<file path="config.mk">
export PLATFORM = sky130hd
export DESIGN_NAME = bus_read_sequencer
export DESIGN_NICKNAME = d
export VERILOG_FILES = /design/src/rtl/bus_read_sequencer_pkg.sv /design/src/rtl/src_onehot_dec.sv /design/src/rtl/bus_read_sequencer.sv
export SDC_FILE = /design/constraint.sdc
export NUM_CORES = 1
export LEC_CHECK = 0
export CELL_PAD_IN_SITES_DETAIL_PLACEMENT = 0
export CELL_PAD_IN_SITES_GLOBAL_PLACEMENT = 1
export CORE_MARGIN = 3
export CORE_UTILIZATION = 32
export CTS_CLUSTER_SIZE = 8
export DETAILED_ROUTE_END_ITERATION = 12
export PLACE_DENSITY_LB_ADDON = 0.3
export SYNTH_ARGS = -nofsm -noshare
export SYNTH_HDL_FRONTEND = slang
export SYNTH_SLANG_ARGS = --single-unit
</file>
<file path="constraint.sdc">
create_clock -name clk -period 2.7 [get_ports clk]
set_input_delay 0.405 -clock clk [delete_from_list [all_inputs] [get_ports clk]]
set_output_delay 0.405 -clock clk [all_outputs]
set_load 0.005 [all_outputs]
</file>
<file path="src/rtl/bus_read_sequencer_pkg.sv">
// bus_read_sequencer_pkg: shared state encoding and default bus width for the bus read sequencer
package bus_read_sequencer_pkg;
    localparam int BUS_WIDTH = 64;
    typedef enum logic [1:0] {
        ST_IDLE   = 2'd0,
        ST_DRIVE  = 2'd1,
        ST_SAMPLE = 2'd2,
        ST_TURN   = 2'd3
    } state_t;
endpackage

</file>
<file path="src/rtl/src_onehot_dec.sv">
// src_onehot_dec: source index to one-hot select, all-zero when the index names no source
module src_onehot_dec #(
    parameter int NSRC = 4,
    parameter int SRCW = 2
) (
    input  logic [SRCW-1:0] idx,
    output logic [NSRC-1:0] sel
);
    always_comb begin
        sel = '0;
        for (int i = 0; i < NSRC; i++) sel[i] = (32'(idx) == i);
    end
endmodule

</file>
<file path="src/rtl/bus_read_sequencer.sv">
// bus_read_sequencer: drives one tri-state source at a time, captures the bus, then forces a dead turnaround cycle
module bus_read_sequencer
    import bus_read_sequencer_pkg::*;
#(
    parameter int WIDTH = BUS_WIDTH,
    parameter int NSRC  = 4,
    parameter int SRCW  = 2
) (
    input  logic             clk,
    input  logic             rst_n,
    input  logic             req_valid,
    output logic             req_ready,
    input  logic [SRCW-1:0]  req_src,
    output logic [NSRC-1:0]  drv_sel,
    input  logic [WIDTH-1:0] bus,
    output logic             rd_valid,
    input  logic             rd_ready,
    output logic [WIDTH-1:0] rd_data,
    output logic [SRCW-1:0]  rd_src,
    output logic             rd_err,
    output logic             busy
);
    state_t            state, state_n;
    logic [SRCW-1:0]   src, src_n;
    logic [NSRC-1:0]   dec_sel, sel_n;
    logic              accept;

    assign req_ready = (state == ST_IDLE) && !rd_valid;
    assign accept    = req_valid && req_ready;
    assign busy      = state != ST_IDLE;
    assign src_n     = accept ? req_src : src;

    src_onehot_dec #(.NSRC(NSRC), .SRCW(SRCW)) dec (.idx(src_n), .sel(dec_sel));

    always_comb begin
        state_n = state;
        case (state)
            ST_IDLE:   state_n = accept ? ST_DRIVE : ST_IDLE;
            ST_DRIVE:  state_n = ST_SAMPLE;
            ST_SAMPLE: state_n = ST_TURN;
            ST_TURN:   state_n = ST_IDLE;
        endcase
        // select is registered from the next state so it never glitches and clears async
        sel_n = (state_n == ST_DRIVE || state_n == ST_SAMPLE) ? dec_sel : '0;
    end

    always_ff @(posedge clk or negedge rst_n) begin
        if (!rst_n) begin
            state    <= ST_IDLE;
            src      <= '0;
            drv_sel  <= '0;
            rd_valid <= 1'b0;
            rd_data  <= '0;
            rd_src   <= '0;
            rd_err   <= 1'b0;
        end else begin
            state   <= state_n;
            drv_sel <= sel_n;
            if (accept) src <= req_src;
            if (state == ST_SAMPLE) begin
                rd_valid <= 1'b1;
                rd_data  <= |dec_sel ? bus : '0;
                rd_src   <= src;
                rd_err   <= ~|dec_sel;
            end else if (rd_ready) begin
                rd_valid <= 1'b0;
            end
        end
    end
endmodule

</file>
==> flow_summary.rst, run 1 <==
.. list-table::
   :header-rows: 1

   * - Metric
     - Value
   * - Clock edge transition at the registers on the reported setup and hold paths
     - 0.08 ns
   * - Initial standard-cell utilization of the core
     - 0.3322
   * - Nets@finish
     - 403
   * - Drt pass-1 iters
     - 4
   * - Top fanout value on the critical path
     - 4
   * - Top delay family on crit path
     - buffers and inverters
   * - Cell area after layout
     - 0.004648 mm^2
   * - Max Clock Freq
     - 485.2 MHz
   * - Post-cts hold buffer count
     - 0
   * - IR Drop Worst-Case VDD
     - 0.4985 mV
   * - Cell-by-cell trace of the critical path
     - inv_1, ha_1, inv_1, nor2_1, clkdlybuf4s50_1
   * - Count of buffers inserted at the top-level ports
     - 143
   * - Number of ports placed on the die boundary
     - 144
   * - Routed wire length
     - 6.573 mm
   * - CP Buf/Inv Count
     - 3
   * - Share of post-route cells with drive strength above 1
     - 0.2619
   * - Slew Limit Headroom
     - 0.3701
   * - Diodes inserted
     - 0
   * - CP endpoint kind
     - output port
   * - Post-Syn Nets
     - 256
   * - Initial antenna violation count
     - 0
   * - Most congested layer reported by global routing
     - met2
   * - Overall fraction of global-route tracks in use
     - 0.1286
   * - Simple-gate portion of the synthesized area
     - 0.04254
   * - Number of sinks handled by clock tree synthesis
     - 76
   * - Complex-gate fraction of the synthesized area
     - 0.01762
   * - Element type at the critical path start
     - flop
   * - Endpoints failing setup
     - 0
   * - Critical path data arrival time
     - 1.66 ns
   * - Count of placed standard cells in the final layout, fillers left out
     - 444
   * - Slew at the pin with the worst max-slew slack
     - 0.9448 ns
   * - # rows
     - 34
   * - H-tree levels
     - 3
   * - Height of the die
     - 101.4 um
   * - Synthesized area per cell
     - 15.82 um^2
   * - Status
     - completed
   * - Multiplexer share of the synthesized area
     - 0.2553
   * - Yosys synthesis warning count
     - 0
   * - Residual DRC count
     - 0
   * - Area of the mapped netlist
     - 0.002912 mm^2
   * - WL per Instance
     - 14.80 um
   * - Final Slew Violations
     - 0
   * - Drt first-iter violations
     - 68
   * - Multi-input combinational cell area
     - 945.9 um^2
   * - Most used cell along the critical path
     - sky130_fd_sc_hd__inv_1
   * - FF-to-FF setup slack
     - 1.00 ns
   * - Final ANT Viol Nets
     - 0
   * - Post-layout utilization of the core
     - 0.5304
   * - Global-route track usage on met2
     - 0.1821
   * - First-pass GRT wire length
     - 10.14 mm
   * - Part of the cycle the worst path needs
     - 0.7633
   * - Routed via count
     - 1,989
   * - Cell count after placement
     - 428
   * - Total negative setup slack
     - 0 ns
   * - Required arrival time at the worst endpoint
     - 2.30 ns
   * - Hold violation total from the final report
     - 0
   * - Pwr Total
     - 5401 uW
   * - Clock Root Buffer
     - sky130_fd_sc_hd__clkbuf_8
   * - Floorplan die area
     - 0.01028 mm^2
   * - Vias in the first global route
     - 2,033
   * - Post-DP HPWL
     - 4.710 mm
   * - Core Box Area
     - 0.008763 mm^2
   * - Fraction of the yosys area taken by sequential cells
     - 0.6532
   * - Post-CTS Setup Repair Bufs
     - 0
   * - Count of fill cells added during filler insertion
     - 770
   * - Combined flip-flop and latch cell area
     - 0.001902 mm^2
   * - Maximum number of pins on one net before global-route repair
     - 77
   * - Fraction of met3 tracks used by global routing
     - 0.06267
   * - Synth Area in XOR/XNOR
     - 0
   * - Number of buffers added by the clock tree synthesis step
     - 9
   * - Floorplan die width
     - 101.4 um
   * - Critical Path Slowest Stage Cell
     - sky130_fd_sc_hd__clkdlybuf4s50_1
   * - RSZ-0062 raised after global routing
     - no
   * - Worst min-delay path category
     - primary input to asynchronous set/reset pin
   * - Final worst path period need
     - 2.061 ns
   * - Main combinational cell family by area after synthesis
     - multiplexers
   * - Power Dens Cells
     - 1162 mW/mm^2
   * - Largest incremental delay on the critical path
     - 0.50 ns
   * - Leakage dissipation
     - 0.001921 uW
   * - Gate count after technology mapping
     - 184
   * - Unique masters post-synth
     - 20
   * - Detailed-route vias per instance
     - 4.480
   * - Last weighted congestion value of the routability-driven placer
     - 0.6872
   * - Kind of critical path
     - flop to output port
   * - Clock insertion delay at the later pin of the skew report
     - 0.34 ns
   * - Clock Skews
     - 0.01029 ns
   * - Placed cell areas
     - 0.004442 mm^2
   * - Met1 Resource Use GR
     - 0.1725
   * - Layout overhead on the synthesized area
     - 59.65%
   * - #FFs+latches synth
     - 76
   * - Number of gates resized after CTS
     - 0
   * - Clock tree from TritonCTS
     - yes
   * - Max-cap violations
     - 0
   * - Sum of overflow across all layers after global routing
     - 0
   * - Share of synthesized cell area in full adder, half adder and majority cells
     - 0.008595
   * - Buffer levels on the longest clock path
     - 2
## sequential cells by signal, indices dropped and copies added, names as in the netlist
name	flops
rd_data	64
drv_sel	4
rd_src	2
src	2
state	2
rd_err	1
rd_valid	1
## metal layers
layer	share of wire	wire, um	up-vias
met3	0.11	717	4
met4	0.0087	57	0
li1	-	-	931
met2	0.44	2913	100
met5	0	0	-
met1	0.44	2885	954
## power by group
part | total [uW] | switching [uW] | leakage [uW] | internal (uW)
Combinational | 2530 | 814 | 0.000918 | 1710
Sequential | 1990 | 277 | 0.000900 | 1710
Clock | 888 | 430 | 0.000103 | 459
Total | 5400 | 1520 | 0.00192 | 3880
## worst reg2reg max path, stage by stage, from the launching register on
cell                      delay [ns]
sky130_fd_sc_hd__dfrtp_1        0.38
sky130_fd_sc_hd__inv_1          0.08
sky130_fd_sc_hd__ha_2           0.24
sky130_fd_sc_hd__buf_4          0.45
sky130_fd_sc_hd__mux2_2         0.43
## Yosys cell counts (all sizes together)
master / number / area (um^2)
a211oi: 4 / 35.03
a21boi: 1 / 7.510
a21o: 1 / 8.760
and3b: 1 / 8.760
buf: 9 / 51.30
dfrtp: 76 / 1902
ha: 2 / 25.02
inv: 4 / 15.01
mux2: 66 / 743.2
nand2: 7 / 26.28
nand2b: 1 / 6.260
nand3: 2 / 10.01
nand3b: 5 / 37.54
nor2: 1 / 3.750
nor2b: 1 / 6.260
nor3b: 1 / 12.51
or3: 2 / 12.51
## cells in the final DEF (no fill, tap or decap), types with 2 or more instances in the layout
cell	instances
sky130_fd_sc_hd__a211oi_1	3
sky130_fd_sc_hd__buf_4	3
sky130_fd_sc_hd__clkbuf_8	10
sky130_fd_sc_hd__clkdlybuf4s50_1	142
sky130_fd_sc_hd__dfrtp_1	76
sky130_fd_sc_hd__inv_1	4
sky130_fd_sc_hd__inv_6	2
sky130_fd_sc_hd__mux2_2	65
sky130_fd_sc_hd__nand2_1	7
sky130_fd_sc_hd__nand3_1	2
sky130_fd_sc_hd__nand3b_1	5
sky130_fd_sc_hd__or3_1	2
## kinds of logic after synthesis
kind of cell	count (synthesis)
flip-flops	76
multiplexers	66
AND/OR/NAND/NOR	21
buffers and inverters	13
AO/OA/AOI/OAI	6
adder cells (fa/ha/maj)	2
## stage by stage
stage / hold WS [ns] / worst slack (ns)
6_report: 0.1978 / 0.6392
5_1_grt: 0.2613 / 0.5211
4_1_cts: 0.2238 / 0.6020
3_5_place_dp: 0.4808 / 0.9367
3_3_place_gp: 0.4694 / 0.9617
2_1_floorplan: 0.1094 / 1.156
## layout make-up
class	instances	share of cell area
flip-flops and latches	76	0.4092
multi-input cells	95	0.2035
well taps	108	0.02907
clock inverters	6	0.01480
clock buffers	10	0.02961
repair buffers	145	0.3106
inverters	4	0.003230
## path summary, 6_finish.rpt
path,start,end,cells past startpoint
max,state[0]$_DFF_PN0_,req_ready,5
min,rst_n,rd_data[24]$_DFFE_PN0P_,1
max reg2reg,state[0]$_DFF_PN0_,rd_data[31]$_DFFE_PN0P_,4
min reg2reg,rd_data[43]$_DFFE_PN0P_,rd_data[43]$_DFFE_PN0P_,1
max in group asynchronous,rst_n,rd_data[44]$_DFFE_PN0P_,1
min in group clk,rd_data[43]$_DFFE_PN0P_,rd_data[43]$_DFFE_PN0P_,1
(Power assumes the default switching activity.)
==> inputs of run 2 (changes only) <==
Settings changed: CORE_UTILIZATION 32 to 28.
Clock period 2.7 ns to 1.85 ns, I/O delays scaled along.
==> run 2 against run 1 <==
Setup slack lost 0.55 ns; hold slack better by 0.24 ns; critical path depth is 1 lower; die area grew 13%; via count increased by 2.1%; critical path type unchanged; highest routed layer unchanged.
==> flow_summary.rst, run 2 (synthesized netlist as in run 1, its figures left out) <==
.. list-table::
   :header-rows: 1

   * - Metric
     - Value
   * - Nets@finish
     - 406 (was 403)
   * - Height of the die
     - 108.0 um (was 101.4 um)
   * - H-tree levels
     - 3 (unchanged)
   * - Met1 Resource Use GR
     - 0.1476 (was 0.1725)
   * - Stages on the worst setup path
     - 4 (was 5)
   * - Maximum number of pins on one net before global-route repair
     - 44 (was 77)
   * - Commonest non-fill, non-tap cell in the layout
     - sky130_fd_sc_hd__clkdlybuf4s50_1 (unchanged)
   * - Clock insertion delay at the later pin of the skew report
     - 0.34 ns (about the same)
   * - Total negative setup slack
     - 0 ns (unchanged)
   * - Critical path data arrival time
     - 1.48 ns (was 1.66 ns)
   * - Part of the cycle the worst path needs
     - 0.9517
   * - Residual DRC count
     - 0 (unchanged)
   * - Register with the most flip-flops
     - rd_data (unchanged)
   * - Initial antenna violation count
     - 0 (unchanged)
   * - Overall fraction of global-route tracks in use
     - 0.1212 (was 0.1286)
   * - FF-to-FF setup slack
     - 0.33 ns (was 1.00 ns)
   * - Leakage dissipation
     - 0.001924 uW (was 0.001921 uW)
   * - Clock edge transition at the registers on the reported setup and hold paths
     - 0.09 ns (was 0.08 ns)
   * - Core Box Area
     - 0.009955 mm^2 (was 0.008763 mm^2)
   * - R2r startpoint
     - state[1]$_DFF_PN0_ (was state[0]$_DFF_PN0_)
   * - Most congested layer reported by global routing
     - met2 (unchanged)
   * - Most used cell along the critical path
     - sky130_fd_sc_hd__inv_1 (unchanged)
   * - Top delay family on crit path
     - buffers and inverters (unchanged)
   * - Slew Limit Headroom
     - 0.6861 (was 0.3701)
   * - End of the worst register-to-register path
     - rd_data[22]$_DFFE_PN0P_ (was rd_data[31]$_DFFE_PN0P_)
   * - Hold violation total from the final report
     - 0 (unchanged)
   * - First-pass GRT wire length
     - 10.91 mm (was 10.14 mm)
   * - Endpoints failing setup
     - 0 (unchanged)
   * - Worst-case reg-to-reg path depth
     - 4 (unchanged)
   * - Post-DP HPWL
     - 4.999 mm (was 4.710 mm)
   * - Layout overhead on the synthesized area
     - 61.50% (was 59.65%)
   * - Floorplan die area
     - 0.01166 mm^2 (was 0.01028 mm^2)
   * - Worst min-delay path category
     - primary input to asynchronous set/reset pin (unchanged)
   * - Fraction of met3 tracks used by global routing
     - 0.04418 (was 0.06267)
   * - Required arrival time at the worst endpoint
     - 1.57 ns (was 2.30 ns)
   * - Routed wire length
     - 6.908 mm (was 6.573 mm)
   * - CP Buf/Inv Count
     - 3 (unchanged)
   * - Number of ports placed on the die boundary
     - 144 (unchanged)
   * - Drt pass-1 iters
     - 4 (unchanged)
   * - Number of sinks handled by clock tree synthesis
     - 76 (unchanged)
   * - Buffer levels on the longest clock path
     - 2 (unchanged)
   * - Diodes inserted
     - 0 (unchanged)
   * - Largest registers in the final layout
     - rd_data: 64 flops, drv_sel: 4 flops (unchanged)
   * - Global-route track usage on met2
     - 0.1914 (was 0.1821)
   * - Final worst path period need
     - 1.761 ns
   * - Floorplan die width
     - 108.0 um (was 101.4 um)
   * - Max reg flops
     - 64 (unchanged)
   * - WL per Instance
     - 14.64 um (was 14.80 um)
   * - Final Slew Violations
     - 0 (unchanged)
   * - IR Drop Worst-Case VDD
     - 0.6041 mV (was 0.4985 mV)
   * - Vias in the first global route
     - 2,162 (was 2,033)
   * - Multi-input combinational cell area
     - 948.4 um^2 (was 945.9 um^2)
   * - Most used cells in the layout excluding fill and tap cells
     - sky130_fd_sc_hd__clkdlybuf4s50_1, sky130_fd_sc_hd__dfrtp_1, sky130_fd_sc_hd__mux2_2, sky130_fd_sc_hd__clkbuf_8, sky130_fd_sc_hd__nand2_1 (unchanged)
   * - Slew at the pin with the worst max-slew slack
     - 0.4708 ns (was 0.9448 ns)
   * - # rows
     - 36 (was 34)
   * - Share of post-route cells with drive strength above 1
     - 0.2655 (was 0.2619)
   * - RSZ-0062 raised after global routing
     - no (unchanged)
   * - Final ANT Viol Nets
     - 0 (unchanged)
   * - Initial standard-cell utilization of the core
     - 0.2925 (was 0.3322)
   * - Number of buffers added by the clock tree synthesis step
     - 9 (unchanged)
   * - Count of buffers inserted at the top-level ports
     - 143 (unchanged)
   * - Max-cap violations
     - 0 (unchanged)
   * - Largest incremental delay on the critical path
     - 0.50 ns (about the same)
   * - Sum of overflow across all layers after global routing
     - 0 (unchanged)
   * - Clock Skews
     - 0.01440 ns (was 0.01029 ns)
   * - Routed via count
     - 2,031 (was 1,989)
   * - Count of fill cells added during filler insertion
     - 890 (was 770)
   * - Drt first-iter violations
     - 88 (was 68)
   * - Last weighted congestion value of the routability-driven placer
     - 0.7255 (was 0.6872)
   * - Clock tree from TritonCTS
     - yes (unchanged)
   * - Status
     - completed (unchanged)
   * - CP endpoint kind
     - output port (unchanged)
   * - Detailed-route vias per instance
     - 4.303 (was 4.480)
   * - Max Clock Freq
     - 568.0 MHz
   * - Post-layout utilization of the core
     - 0.4723 (was 0.5304)
   * - Cell-by-cell trace of the critical path
     - inv_1, ha_2, inv_1, clkdlybuf4s50_1 (was inv_1, ha_1, inv_1, nor2_1, clkdlybuf4s50_1)
   * - Kind of critical path
     - flop to output port (unchanged)
   * - Critical Path Slowest Stage Cell
     - sky130_fd_sc_hd__clkdlybuf4s50_1 (unchanged)
   * - Power Dens Cells
     - 1663 mW/mm^2 (was 1162 mW/mm^2)
   * - Element type at the critical path start
     - flop (unchanged)
   * - Clock Root Buffer
     - sky130_fd_sc_hd__clkbuf_8 (unchanged)
   * - Combined flip-flop and latch cell area
     - 0.001902 mm^2 (unchanged)
   * - Top fanout value on the critical path
     - 4 (unchanged)
## run 2: cell count changes in the layout (fill, tap and decap cells not counted)
cell and delta:
sky130_fd_sc_hd__clkinvlp_4 +2, sky130_fd_sc_hd__inv_6 -1, sky130_fd_sc_hd__dlygate4sd2_1 +1, sky130_fd_sc_hd__ha_2 +1
sky130_fd_sc_hd__bufinv_16 -1, sky130_fd_sc_hd__clkbuf_1 +1, sky130_fd_sc_hd__ha_1 -1, sky130_fd_sc_hd__dlygate4sd3_1 +1
sky130_fd_sc_hd__clkdlybuf4s50_1 -1, sky130_fd_sc_hd__clkinv_4 -1, sky130_fd_sc_hd__buf_12 +2
## run 2: per-layer routing
layer / vias to the layer above / routed length (um)
li1: 940 / -
met1: 1000 / 2869
met2: 84 / 3374
met3: 7 / 562
met4: 0 / 101
met5: - / 0
## run 2: power by group
part | internal (uW) | total, uW | switching, uW
logic | 2550 | 3760 | 1210
clock network | 527 | 1160 | 632
registers | 2490 | 2900 | 408
## run 2: worst max-delay path by stage
stage                            start                 endpoint
global placement             req_valid     drv_sel[0]$_DFF_PN0_
detailed placement           req_valid     drv_sel[0]$_DFF_PN0_
CTS                 state[1]$_DFF_PN0_                     busy
floorplan           state[0]$_DFF_PN0_  rd_data[28]$_DFFE_PN0P_
finish              state[0]$_DFF_PN0_                     busy
global route        state[1]$_DFF_PN0_                     busy
## run 2: timing repair
item                                   4_1_cts  5_1_grt
pin swaps                                    0        0
setup endpoints to repair                    1        1
gates resized for setup                      2        0
setup buffers                                0        1
hold buffers                                 1        0
endpoints found under the hold margin       34        0
## run 2: layout make-up
class | count | share of cell area
Sequential cell | 76 | 0.4045
Timing Repair Buffer | 148 | 0.3175
Multi-Input combinational cell | 95 | 0.2017
Tap cell | 133 | 0.03539
Clock buffer | 11 | 0.03007
Clock inverter | 5 | 0.007717
Inverter | 4 | 0.003193
## run 2: through the flow
| stage | worst slack [ns] | power, uW | cell area (um^2) | hold slack (ns) | std cells |
|---|---|---|---|---|---|
| 5_1_grt | 0.001881 | 8396 | 4702 | 0.4456 | 472 |
| 6_report | 0.08934 | 7820 | 4702 | 0.4358 | 472 |
| 3_3_place_gp | 0.2461 | 6689 | 4506 | 0.2688 | 454 |
| 3_5_place_dp | 0.2092 | 6763 | 4506 | 0.2699 | 454 |
| 2_1_floorplan | 0.3056 | 4605 | 2912 | -0.01809 | 184 |
| 4_1_cts | 0.04467 | 7981 | 4695 | 0.4353 | 471 |
